<file path="src/rtl/mem_arbiter.sv">
// mem_arbiter: two-port round-robin arbiter onto one picorv32-style memory bus,
// one registered transaction at a time with a programmable downstream timeout.
module mem_arbiter #(
  parameter int TIMEOUT = 255
) (
  input  logic        clk,
  input  logic        reset_n,
  input  logic        m0_valid,
  input  logic        m0_instr,
  input  logic [31:0] m0_addr,
  input  logic [31:0] m0_wdata,
  input  logic [3:0]  m0_wstrb,
  output logic        m0_ready,
  output logic [31:0] m0_rdata,
  output logic        m0_err,
  input  logic        m1_valid,
  input  logic        m1_instr,
  input  logic [31:0] m1_addr,
  input  logic [31:0] m1_wdata,
  input  logic [3:0]  m1_wstrb,
  output logic        m1_ready,
  output logic [31:0] m1_rdata,
  output logic        m1_err,
  output logic        mem_valid,
  output logic        mem_instr,
  output logic [31:0] mem_addr,
  output logic [31:0] mem_wdata,
  output logic [3:0]  mem_wstrb,
  input  logic        mem_ready,
  input  logic [31:0] mem_rdata,
  output logic        grant,
  output logic        busy
);
  localparam int CW = (TIMEOUT > 0) ? $clog2(TIMEOUT + 1) : 1;
  localparam logic [CW-1:0] TO = CW'(TIMEOUT);

  typedef enum logic [1:0] {IDLE, WAIT, RESPOND} state_t;
  state_t state, state_nx;
  logic last_grant;
  logic [CW-1:0] cnt, cnt_inc;
  logic any, pick, tmo, fin;

  assign any = m0_valid | m1_valid;
  assign pick = (m0_valid && m1_valid) ? !last_grant : m1_valid;
  assign cnt_inc = cnt + 1'b1;
  // counter hits TIMEOUT on the same edge that closes the transaction
  assign tmo = (TIMEOUT != 0) && !mem_ready && (cnt_inc == TO);
  assign fin = (state == WAIT) && (mem_ready || tmo);
  assign busy = state != IDLE;

  always_ff @(posedge clk or negedge reset_n)
    if (!reset_n) state <= IDLE;
    else state <= state_nx;

  always_comb begin
    state_nx = state;
    if (state == IDLE) state_nx = any ? WAIT : IDLE;
    else if (state == WAIT) state_nx = fin ? RESPOND : WAIT;
    else state_nx = IDLE;
  end

  always_ff @(posedge clk or negedge reset_n) begin
    if (!reset_n) begin
      mem_valid <= 1'b0;
      mem_instr <= 1'b0;
      mem_addr <= '0;
      mem_wdata <= '0;
      mem_wstrb <= '0;
      m0_ready <= 1'b0;
      m1_ready <= 1'b0;
      m0_err <= 1'b0;
      m1_err <= 1'b0;
      m0_rdata <= '0;
      m1_rdata <= '0;
      grant <= 1'b0;
      last_grant <= 1'b1;
      cnt <= '0;
    end else begin
      m0_ready <= 1'b0;
      m1_ready <= 1'b0;
      m0_err <= 1'b0;
      m1_err <= 1'b0;
      if (state == IDLE && any) begin
        grant <= pick;
        last_grant <= pick;
        mem_valid <= 1'b1;
        mem_instr <= pick ? m1_instr : m0_instr;
        mem_addr <= pick ? m1_addr : m0_addr;
        mem_wdata <= pick ? m1_wdata : m0_wdata;
        mem_wstrb <= pick ? m1_wstrb : m0_wstrb;
        cnt <= '0;
      end
      if (state == WAIT && !mem_ready) cnt <= cnt_inc;
      if (fin) begin
        mem_valid <= 1'b0;
        m0_ready <= !grant;
        m1_ready <= grant;
        m0_err <= !grant && !mem_ready;
        m1_err <= grant && !mem_ready;
        if (grant) m1_rdata <= mem_ready ? mem_rdata : '0;
        else m0_rdata <= mem_ready ? mem_rdata : '0;
      end
    end
  end
endmodule

</file>
<file path="config.mk">
export PLATFORM = sky130hd
export DESIGN_NAME = mem_arbiter
export DESIGN_NICKNAME = d
export VERILOG_FILES = /design/src/rtl/mem_arbiter.sv
export SDC_FILE = /design/constraint.sdc
export NUM_CORES = 1
export LEC_CHECK = 0
export CORE_MARGIN = 4
export CORE_UTILIZATION = 42
export CTS_BUF_LIST = sky130_fd_sc_hd__clkbuf_2 sky130_fd_sc_hd__clkbuf_4 sky130_fd_sc_hd__clkbuf_8
export CTS_CLUSTER_SIZE = 20
export DETAILED_ROUTE_END_ITERATION = 7
export PLACE_DENSITY = 0.83
export SLEW_MARGIN = 10
export SYNTH_ARGS = -nofsm -noshare
export SYNTH_HDL_FRONTEND = slang
export SYNTH_SLANG_ARGS = --single-unit
export TNS_END_PERCENT = 5
</file>
<file path="constraint.sdc">
create_clock -name clk -period 2.3 [get_ports clk]
set_input_delay 0.46 -clock clk [delete_from_list [all_inputs] [get_ports clk]]
set_output_delay 0.46 -clock clk [all_outputs]
set_load 0.1 [all_outputs]
</file>
==> metrics.cfg, run 1 <==
[setup_path]
setup.worst_path.class = reg -> reg
worst_r2r_path_depth = 6
timing.critical_path.from_type = flop
arrival_ns = 2.53
regToRegSetupSlack_ns = 0.08
worstSetupStartpoint = cnt[0]
crit_path_max_fanout = 33
cp_data_required_time_ns = 2.61
worst_r2r_startpoint = cnt[0]
critPathCaptureType = flop
critical_path.reg2reg.endpoint = m0_rdata[6]

[run]
cap_violations = 0

[sta]
worstMarginPinSlew_ns = 0.4856
final.min_clock_period_ns = 2.224
tns_ns = 0
rsz0062_at_grt = no
finalCritPeriodShare_pct = 96.69
maxSlewViolCount = 0
clock-skew-final_ns = 0.01108
timing_hold_violations_final = 0
number_of_failing_setup_endpoints_in_the_final_timing_report = 0
max_freq_mhz = 449.7
max_slew_margin_pct = 67.51

[floorplanning]
std_cell_rows = 44
starting_density_pct = 43.21
die_area_mm2 = 0.01715
die_width_um = 131.0
core_area_mm2 = 0.01470
die_height_um = 131.0
io_pins = 315

[synth]
synth_area_in_simple_gates_pct = 8.570
syn_avg_cell_area_um2 = 11.87
async_reset_ff_share_pct = 100.0
largest_family_of_logic_cells_by_synthesized_area = compound AO/OA/AOI/OAI gates
synth_top_cell_area_share_pct = 58.71
synth-compound-area-share_pct = 17.10
synthCells = 535
yosys.area_share.xor_xnor_pct = 0.1379
synth_fa_ha_area_share_pct = 0.3940
synth_enable_flop_cells = 0
ys_warn_count = 0
synth_area_leader_cell = sky130_fd_sc_hd__dfrtp_1
synthesis.nets = 712
synth.distinct_cells = 44
yosysSeqAreaShare_pct = 59.12
synth.ff_latch_count = 150
muxShareOfSynthArea_pct = 10.87
syn_area_mm2 = 0.006351
postSynth.topFlopCell = sky130_fd_sc_hd__dfrtp_1
yosys-top-cells-area = sky130_fd_sc_hd__dfrtp_1 (59%), sky130_fd_sc_hd__mux2i_1 (11%), sky130_fd_sc_hd__a22o_1 (9.0%)

[place]
dpl-instance-area_mm2 = 0.009442
routabilityCongestion = 0.8212
dp_hpwl_um = 14470
place.port_buffers = 314

[clock_network]
cts_buffers = 17
cts_repair_resize_count = 0
h-tree-depth = 4
clock_insertion_delay_worst_skew_ns = 0.42
cts.reportedPaths.clkPinSlew_ns = 0.08
cts-root-to-sink-buffers = 2
cts_root_buf = sky130_fd_sc_hd__clkbuf_8
cts_sinks = 150
tritoncts = done

[min_path]
worst_hold_path_type = reg -> reg
hold_path_depth = 2
hold_start = mem_wdata[7]
worstHoldEndpoint = mem_wdata[7]

[drt]
num_vias = 5394
initialDrtViolationCount = 273
drc_errors = 0
vias_per_cell = 5.152
total_wirelength_um = 18600
first_pass_iters = 4
routedWlPerCell_um = 17.77
ant_nets = 0

[grt]
grt_max_degree = 88
antenna_violations_before_repair = 0
gr-total-overflow = 0
grt_first_pass_wirelength_um = 28010
first_global_vias = 5428
grt_use_total_pct = 21.06

[finish]
postLayoutCellArea_mm2 = 0.009906
layout_cells_sized_above_1_pct = 24.10
layout-area-overhead-vs-synth_pct = 55.97
antenna_cells_inserted = 0
final_net_count = 1027

[run_status]
run_status = completed

==> metrics by stage <==
step	util [%]	hold WS, ns	setup slack [ns]	instances
after floorplan	-	0.1644	0.2321	535
after global placement	64.23	0.4618	0.1880	1014
after detailed placement	64.23	0.4713	0.07759	1014
after CTS	67.39	0.4884	0.08217	1047
after global routing	67.39	0.4997	0.003217	1047
final	67.39	0.4827	0.07622	1047
==> cells in the final DEF (no fill, tap or decap), types with 2 or more instances in the layout <==
master and count:
sky130_fd_sc_hd__and3_1 3, sky130_fd_sc_hd__mux2i_1 69, sky130_fd_sc_hd__a31oi_1 2, sky130_fd_sc_hd__ha_1 2, sky130_fd_sc_hd__nand4b_4 2, sky130_fd_sc_hd__o21ai_0 83, sky130_fd_sc_hd__a22o_1 65, sky130_fd_sc_hd__nand2_1 75
sky130_fd_sc_hd__inv_2 2, sky130_fd_sc_hd__clkbuf_4 3, sky130_fd_sc_hd__bufinv_16 4, sky130_fd_sc_hd__nand4_1 3, sky130_fd_sc_hd__inv_1 4, sky130_fd_sc_hd__dfrtp_1 149, sky130_fd_sc_hd__buf_4 153, sky130_fd_sc_hd__clkinvlp_4 2
sky130_fd_sc_hd__clkbuf_8 19, sky130_fd_sc_hd__clkdlybuf4s50_1 173, sky130_fd_sc_hd__buf_12 8, sky130_fd_sc_hd__nand3_1 3, sky130_fd_sc_hd__a21oi_1 3, sky130_fd_sc_hd__nor2_1 6, sky130_fd_sc_hd__clkinv_4 3
==> final cells by class <==
class / count / area (µm²)
fill: 1055 / 4793
sequential: 150 / 3755
timing repair buffer: 336 / 3062
multi-input combinational: 339 / 2382
clock buffer: 22 / 284.0
tap: 184 / 230.2
clock inverter: 10 / 170.2
inverter: 6 / 22.52
==> cells by family after synthesis <==
group           Yosys count
flops                   150
compound gates          161
buf+inv                  46
fa+ha+maj                 2
mux                      69
simple gates            106
xor+xnor                  1
==> how the worst max path moves through the flow <==
stage / cells past startpoint / endpoint / slack (ns)
after floorplan: 8 / m1_rdata[11] / 0.23
after global placement: 6 / mem_addr[12] / 0.19
after detailed placement: 6 / m0_rdata[6] / 0.08
after CTS: 6 / m0_rdata[6] / 0.08
after global routing: 6 / m0_rdata[14] / 0.003
final: 6 / m0_rdata[6] / 0.08
==> routing by layer <==
layer	up-vias	track usage [%]	routed length (µm)
met5	-	0	6
met1	2542	26.09	7276
met3	23	5.935	1549
met2	268	35.07	9452
li1	2559	-	-
met4	2	7.985	316
==> critical path: stages (launching register included) <==
cell	delay, ns
sky130_fd_sc_hd__dfrtp_1	0.42
sky130_fd_sc_hd__ha_1	0.22
sky130_fd_sc_hd__nand2b_4	0.14
sky130_fd_sc_hd__o32ai_1	0.37
sky130_fd_sc_hd__nand4b_4	0.25
sky130_fd_sc_hd__nand3_4	0.33
sky130_fd_sc_hd__a22o_1	0.38
==> repair_timing <==
action,CTS,global route
buffers inserted,0,0
hold buffers,1,0
hold endpoints to repair,7,0
==> flip-flops by register name, indices dropped and copies added (netlist names), 2 cells and up <==
name / cells
mem_wstrb: 4
m1_rdata: 32
cnt: 8
state: 2
mem_addr: 32
mem_wdata: 32
m0_rdata: 32
==> synth_stat cells (2+ instances only) <==
master / n
sky130_fd_sc_hd__buf_2: 10
sky130_fd_sc_hd__buf_6: 6
sky130_fd_sc_hd__nand2_1: 75
sky130_fd_sc_hd__clkbuf_1: 21
sky130_fd_sc_hd__nand3_1: 3
sky130_fd_sc_hd__buf_1: 2
sky130_fd_sc_hd__a31oi_1: 2
sky130_fd_sc_hd__a21oi_1: 3
sky130_fd_sc_hd__ha_1: 2
sky130_fd_sc_hd__and3_1: 3
sky130_fd_sc_hd__inv_1: 4
sky130_fd_sc_hd__nor2_1: 6
sky130_fd_sc_hd__mux2i_1: 69
sky130_fd_sc_hd__nand4b_4: 2
sky130_fd_sc_hd__dfrtp_1: 149
sky130_fd_sc_hd__inv_2: 2
sky130_fd_sc_hd__o21ai_0: 83
sky130_fd_sc_hd__a22o_1: 65
sky130_fd_sc_hd__nand4_1: 3
Power of run 1 is left out: the tool's default activity adds up to more than one toggle a clock period on the data nets, which glitch-free logic cannot reach.
==> run 2: changes to the inputs <==
Settings changed: SLEW_MARGIN 10 to 5.
==> results of run 2 <==
The final DEF is identical to that of run 1; final timing and power are the same.
Power of run 2 is left out for the same reason.
